## src/rtl/card_blitter.sv

```systemverilog
// card_blitter
//   Copies one card image (CARD_W x CARD_H pixels held in a 512 x 3-bit sprite memory with a
//   registered read) into the 256x240 frame buffer at a latched (X,Y) position, row-major.
//   Pixels that land off-screen are clipped (read still issued, write suppressed), so a blit
//   always takes the same number of cycles.
//
//   Optional feature macro: TRANSPARENT_EN
//     defined   - pixels with colour 0 are not written (background shows through).
//     undefined - colour 0 is written like any other colour.
//
// Ports
//   i_clock      system clock, posedge
//   i_reset      asynchronous active-high reset, returns to idle
//   i_start      blit request, sampled only while idle
//   i_card_x/y   card top-left screen position, latched on an accepted start
//   o_busy       high from the first read cycle until the done cycle inclusive
//   o_done       one-cycle completion pulse
//   o_card_re    card memory read strobe
//   o_card_addr  card memory read address (row*CARD_W + col)
//   i_card_data  card memory read data, one cycle after o_card_addr
//   o_fb_we      frame buffer write enable
//   o_fb_addr    frame buffer write address (y*SCREEN_W + x)
//   o_fb_data    frame buffer write data
module card_blitter #(
  parameter int unsigned CardW   = 16,
  parameter int unsigned CardH   = 32,
  parameter int unsigned ScreenW = 256,
  parameter int unsigned ScreenH = 240,
  parameter int unsigned ColorW  = 3
) (
  input  logic              i_clock,
  input  logic              i_reset,
  input  logic              i_start,
  input  logic [7:0]        i_card_x,
  input  logic [7:0]        i_card_y,
  output logic              o_busy,
  output logic              o_done,
  output logic              o_card_re,
  output logic [8:0]        o_card_addr,
  input  logic [ColorW-1:0] i_card_data,
  output logic              o_fb_we,
  output logic [15:0]       o_fb_addr,
  output logic [ColorW-1:0] o_fb_data
);

  localparam int unsigned AddrW = $clog2(CardW * CardH);
  localparam int unsigned ColW  = $clog2(CardW);
  localparam int unsigned RowW  = AddrW - ColW;

  typedef enum logic [1:0] {StIdle, StRead, StDrain, StDone} state_e;

  state_e             r_state, w_state_next;
  logic [7:0]         r_x, r_y;
  logic [AddrW-1:0]   r_cnt;      // address being issued this cycle
  logic [AddrW-1:0]   r_pix;      // address issued last cycle, aligned with i_card_data
  logic               r_wr_vld;   // write stage holds a pixel this cycle

  logic [ColW-1:0]    w_col;
  logic [RowW-1:0]    w_row;
  logic [8:0]         w_x_sum, w_y_sum;
  logic               w_clip;
  logic               w_skip;
  logic [15:0]        w_fb_addr;

  // State register
  always_ff @(posedge i_clock or posedge i_reset) begin
    if (i_reset) r_state <= StIdle;
    else         r_state <= w_state_next;
  end

  // Next-state logic
  always_comb begin
    w_state_next = r_state;
    unique case (r_state)
      StIdle:  if (i_start) w_state_next = StRead;
      StRead:  if (r_cnt == AddrW'(CardW * CardH - 1)) w_state_next = StDrain;
      StDrain: w_state_next = StDone;
      StDone:  w_state_next = StIdle;
      default: w_state_next = StIdle;
    endcase
  end

  // Position latch, read counter and write-stage pipeline register
  always_ff @(posedge i_clock or posedge i_reset) begin
    if (i_reset) begin
      r_x      <= '0;
      r_y      <= '0;
      r_cnt    <= '0;
      r_pix    <= '0;
      r_wr_vld <= 1'b0;
    end else begin
      r_wr_vld <= (r_state == StRead);
      r_pix    <= r_cnt;
      if (r_state == StIdle && i_start) begin
        r_x   <= i_card_x;
        r_y   <= i_card_y;
        r_cnt <= '0;
      end else if (r_state == StRead) begin
        r_cnt <= r_cnt + 1'b1;
      end
    end
  end

  // Screen coordinates are formed at 9 bits so an overhang clips instead of wrapping.
  assign w_col     = r_pix[ColW-1:0];
  assign w_row     = r_pix[AddrW-1:ColW];
  assign w_x_sum   = {1'b0, r_x} + 9'(w_col);
  assign w_y_sum   = {1'b0, r_y} + 9'(w_row);
  assign w_clip    = (w_x_sum >= 9'(ScreenW)) || (w_y_sum >= 9'(ScreenH));
  assign w_fb_addr = 16'(w_y_sum) * 16'(ScreenW) + 16'(w_x_sum);

`ifdef TRANSPARENT_EN
  assign w_skip = (i_card_data == '0);
`else
  assign w_skip = 1'b0;
`endif

  // Outputs
  always_comb begin
    o_busy      = (r_state != StIdle);
    o_done      = (r_state == StDone);
    o_card_re   = (r_state == StRead);
    o_card_addr = (r_state == StRead) ? 9'(r_cnt) : 9'd0;
    o_fb_we     = r_wr_vld && !w_clip && !w_skip;
    o_fb_addr   = r_wr_vld ? w_fb_addr : 16'd0;
    o_fb_data   = r_wr_vld ? i_card_data : '0;
  end

endmodule

```

## config.mk

```make
export PLATFORM = sky130hd
export DESIGN_NAME = card_blitter
export DESIGN_NICKNAME = d
export VERILOG_FILES = /design/src/rtl/card_blitter.sv
export SDC_FILE = /design/constraint.sdc
export NUM_CORES = 1
export LEC_CHECK = 0
export CORE_MARGIN = 8
export CORE_UTILIZATION = 50
export DETAILED_ROUTE_END_ITERATION = 8
export PLACE_DENSITY = 0.81
export SLEW_MARGIN = 10
export SYNTH_ARGS = -nofsm -noshare
export SYNTH_HDL_FRONTEND = slang
export SYNTH_SLANG_ARGS = --single-unit
```

## constraint.sdc

```tcl
create_clock -name i_clock -period 3.5 [get_ports i_clock]
set_clock_uncertainty 0.2 [all_clocks]
set_input_delay 0.35 -clock i_clock [delete_from_list [all_inputs] [get_ports i_clock]]
set_output_delay 0.35 -clock i_clock [all_outputs]
set_load 0.1 [all_outputs]
```

After elaboration in Yosys (flattened, before gate mapping)
Index checks and enable logic that the tools add are counted.

Reduce and logical (&&, ||, !) cells: 8. $lt $le $gt $ge: 2. Multiplexer cells: 8. $add $sub $neg: 4. Eq/ne operators: 6.

Operator list (number): $mux W9 (3); $add A16 B9 Y16 (1); $mux W16 (1); $add A8 B4 Y9 (1); $add A8 B5 Y9 (1); $add A9 B1 Y9 const B (1); $eq A9 B9 Y1 const B (1); $ge A9 B8 Y1 const B (1); $ge A9 B9 Y1 const B (1); $pmux W2 S4 (1); $eq A2 B2 Y1 const B (2); $mux W2 (2); $reduce_bool A2 Y1 (2); $mux W3 (1); $eq A2 B1 Y1 const B (1); $logic_and A1 B1 Y1 (2); $logic_not A2 Y1 (1); $ne A2 B1 Y1 const B (1); $ne A2 B2 Y1 const B (1); $reduce_and A2 Y1 (1); $logic_not A1 Y1 (1); $logic_or A1 B1 Y1 (1).

Logic and storage cells: 34. Register bits: 37. Input bits: 22. Output and inout port bits: 32.

Logic depth before layout (Yosys ltp)
Depth after elaboration: 5. Depth in mapped cells: 11. Gate-level depth less buffers: 11.

Least setup slack after synthesis
OpenSTA, ideal clock, no wires.

Path type: reg2out. Start: register r_x[0]. End: output o_fb_addr[10]. Cell stages (with the launch flop): 11. Required time: 2950 ps. Path buffers: 0. Arrival time: 4291 ps. Path slack: -1341 ps. Cells stage by stage: dfrtp_1 -> ha_1 -> fa_1 -> a21o_1 -> a21oi_1 -> nor2_1 -> and3_1 -> ha_1 -> ha_1 -> nand2_1 -> nor3b_1.

Cells in the longest elaborated chain, start to end: 3.

Ends and longest elaborated chain: start: declaration (RTL line 53) `logic [7:0] r_x, r_y;`; start signal: assignment (RTL line 95) `r_x <= i_card_x;`; $add A8 B4 Y9 (RTL line 107) `assign w_x_sum = {1'b0, r_x} + 9'(w_col);`; $add A16 B9 Y16 (RTL line 110) `assign w_fb_addr = 16'(w_y_sum) * 16'(ScreenW) + 16'(w_x_sum);`; $mux W16 (RTL line 125) `o_fb_addr = r_wr_vld ? w_fb_addr : 16'd0;`; end: declaration (RTL line 42) `output logic [15:0] o_fb_addr,`.

No other way between the ends.

Worst setup path after layout
Start: register r_y[0]. End: output o_fb_addr[15].

Cells in the longest elaborated chain, start to end: 3.

Ends and longest elaborated chain: start: declaration (RTL line 53); start signal: assignment (RTL line 96) `r_y <= i_card_y;`; $add A8 B5 Y9 (RTL line 108) `assign w_y_sum = {1'b0, r_y} + 9'(w_row);`; $add A16 B9 Y16 (RTL line 110); $mux W16 (RTL line 125).

No other way between the ends.

==> impl_metrics.yaml <==
run_status:
  outcome: "complete, but fails checks"
  violations: "setup timing"
die:
  die_area_sq_um: 6860
  dieWidth_microns: 82.8
  initial_utilization_pct: 51.6
  ioPinCount: 54
  num_rows: 24
  dieHeight_microns: 82.8
  core-area_sq_um: 4320
setup_path:
  cp-end-kind: "primary output"
  cp_max_fo: 2
  crit_chain: "ha_4, fa_2, a211o_1, and2_4, a2111o_1, a2111oi_4, mux2i_4, buf_12"
  crit_path_max_incr_delay_ns: 0.46
  slowest_stage: "a2111o_1"
  arrival_ns: 3.03
  timing.rr.end: "r_cnt[7]"
  cp-endpoint: "o_fb_addr[15]"
  cpLargestDelayFamily: "compound AO/OA/AOI/OAI gates"
  crit_path_start_kind: "flop"
  timing.rr.start: "r_state[1]"
  cp.depth: 8
  critPathRequiredTime_ns: 2.95
  rr_worst_depth: 7
  worst-path-buf-inv: 1
  startpoint: "r_y[0]"
  r2r_slack_ns: 1.38
  critical_path_class: "flop to primary output"
pwr:
  powerDensity_nw_per_um2: 1010
  power_mw: 3.22
  ir_drop_uv: 640
  p_leak_nw: 1.46
worst_hold_path:
  hold_class: "flop to flop"
logic_synthesis:
  syn-num-nets: 263
  synth-seq-cells: 37
  ys_seq_area_share_pct: 41.5
  yosysUniqueCellTypes: 40
  synth_edf_count: 0
  syn-instance-count: 221
  synth_area_sq_um: 2230
  synth_flop_cell: "dfrtp_1"
  synth_top_area_share_pct: 41.5
  avgSynthCellArea_sq_um: 10.1
  ys_top_cells_by_area: "dfrtp_1 (41%), ha_1 (10%), mux2_2 (7.1%), and2_1 (4.5%), a21oi_1 (2.9%)"
  async_reset_ff_share_pct: 100
  synth_top_cell_by_area: "dfrtp_1"
  yosysWarnings: 0
placement:
  portBuffers: 53
  routabilityCongestion: 0.791
  place_inst: 321
  hpwlAfterDp_mm: 3.79
  place_ws_ns: -0.0191
final_layout:
  syn2layout_area_growth_pct: 43.7
  nets: 325
  antennaDiodeCount: 0
  finish.utilization_pct: 74.2
  final_common_cell: "dfrtp_1"
  drive_gt1_share_pct: 32.0
  mostFrequentLayoutCells: "dfrtp_1 (37), buf_4 (32), clkdlybuf4s50_1 (22), and2_1 (16), nor2_1 (16)"
  layoutNonFillerInstCount: 336
routing:
  top_layer: "met4"
  dr_wl_met3_microns: 240
  vias: 1799
  routedWlPerCell_microns: 15.4
  first_iter_violations: 58
  firstDrtPassIters: 4
  ant_nets: 0
  drc: 0
  met2_length_mm: 2.61
  drt-met1-wl_mm: 2.20
  drt_wl_total_mm: 5.19
  viasPerCell: 5.35
clock_tree:
  cts_tree: "built"
  clk_latency_ns: 0.29
  clockRootBuffer: "clkbuf_8"
  cts_buffers: 5
  cts.path.max_buffers: 2
  clk_transition_reported_paths_ns: 0.07
  htree_levels: 2
  cts_sinks: 37
global_routing:
  antenna_found_initial: 0
  grt_pass1_wl_mm: 8.76
  grtUsageTotal_pct: 15.2
  grt_pass1_vias: 1866
  overflow: 0
  grt_start_max_net_pins: 38
timing:
  slew_headroom_pct: 35.6
  slew_viol_final: 0
  setup_ws_ns: -0.0756
  setup_violations: 1
  rsz0062_at_grt: "yes"
  fin_crit_ns: 3.58
  worstMarginPinSlew_ns: 0.964
  hold_viol: 0
  max_freq_mhz: 280
  worst_hold_slack_ns: 0.255
  layout_worst_path_cycle_share_pct: 102
flow_run:
  cap_viol_max_count: 0
==> worst min-delay path by stage <==
stage | start | endpoint | slack (ns) | cells after the start
6_report | r_cnt[7] | r_pix[7] | 0.25 | 0
5_1_grt | r_cnt[7] | r_pix[7] | 0.27 | 0
4_1_cts | r_cnt[7] | r_pix[7] | 0.26 | 0
3_5_place_dp | r_cnt[8] | r_pix[8] | 0.24 | 0
3_3_place_gp | r_cnt[8] | r_pix[8] | 0.22 | 0
2_1_floorplan | r_cnt[8] | r_pix[8] | 0.19 | 0
==> synthesized netlist by cell type, types with 2 or more instances <==
cell / n
a211oi_1: 3
a21o_1: 4
a21oi_1: 13
and2_1: 16
clkbuf_1: 7
dfrtp_1: 37
fa_1: 2
ha_1: 18
inv_1: 11
mux2_2: 14
mux2i_1: 4
nand2_1: 14
nand3_1: 8
nand4_1: 3
nor2_1: 17
nor3_1: 2
nor3b_1: 2
o21ai_0: 9
or3_1: 5
xnor2_1: 7
xor2_1: 6
==> per-layer routing <==
layer  vias up  track usage, %
li1        896               -
met1       848            16.8
met2        45            25.8
met3        10            4.30
met4         0            8.15
met5         -               0
==> cell families (layout without fill, tap and decap cells) <==
logic type | Yosys count | count (layout) | share of synthesized area (%)
AND/OR/NAND/NOR | 73 | 73 | 16.8
AO/OA/AOI/OAI | 41 | 41 | 12.6
flip-flops | 37 | 37 | 41.5
adder cells (fa/ha/maj) | 20 | 20 | 11.9
buffers and inverters | 19 | 82 | 3.25
multiplexers | 18 | 18 | 8.86
XOR/XNOR | 13 | 13 | 5.10
==> layout make-up <==
type | instances | area, sq um
Clock buffer | 5 | 68.8
Clock inverter | 3 | 65.1
Fill cell | 292 | 1120
Inverter | 11 | 41.3
Multi-Input combinational cell | 165 | 1400
Sequential cell | 37 | 926
Tap cell | 52 | 65.1
Timing Repair Buffer | 63 | 641
==> worst reg2reg max path, delay by kind of cell (launching register included) <==
family | cells | cell delay (ns)
fa+ha+maj | 1 | 0.53
flops | 1 | 0.41
xor+xnor | 1 | 0.13
simple gates | 4 | 0.61
buf+inv | 1 | 0.11
==> sequential cells by signal, summed over array words and instances (netlist names) <==
name / count
r_cnt: 9
r_pix: 9
r_x: 8
r_y: 8
r_state: 2
r_wr_vld: 1
==> through the flow <==
stage | TNS [ns] | cell area (sq um)
2_1_floorplan | -0.392 | 2320
3_3_place_gp | 0 | 2940
3_5_place_dp | -0.0191 | 2940
4_1_cts | -0.171 | 3140
5_1_grt | -0.213 | 3210
6_report | -0.0756 | 3210
==> timing repair <==
item                       4_1_cts  5_1_grt
hold endpoints to repair         0        0
buffers inserted                 5        2
hold buffers                     0        0
setup endpoints to repair        7        7
pin swaps                        7       12
resized for setup                8       11
==> power breakdown <==
group	total [mW]	leakage, nW	internal, mW	switching [mW]
logic	2.05	0.922	0.671	1.38
clock network	0.435	0.0681	0.283	0.152
registers	0.740	0.471	0.578	0.162
total	3.22	1.46	1.53	1.69
Note: power is estimated with default switching activity, not from simulation.
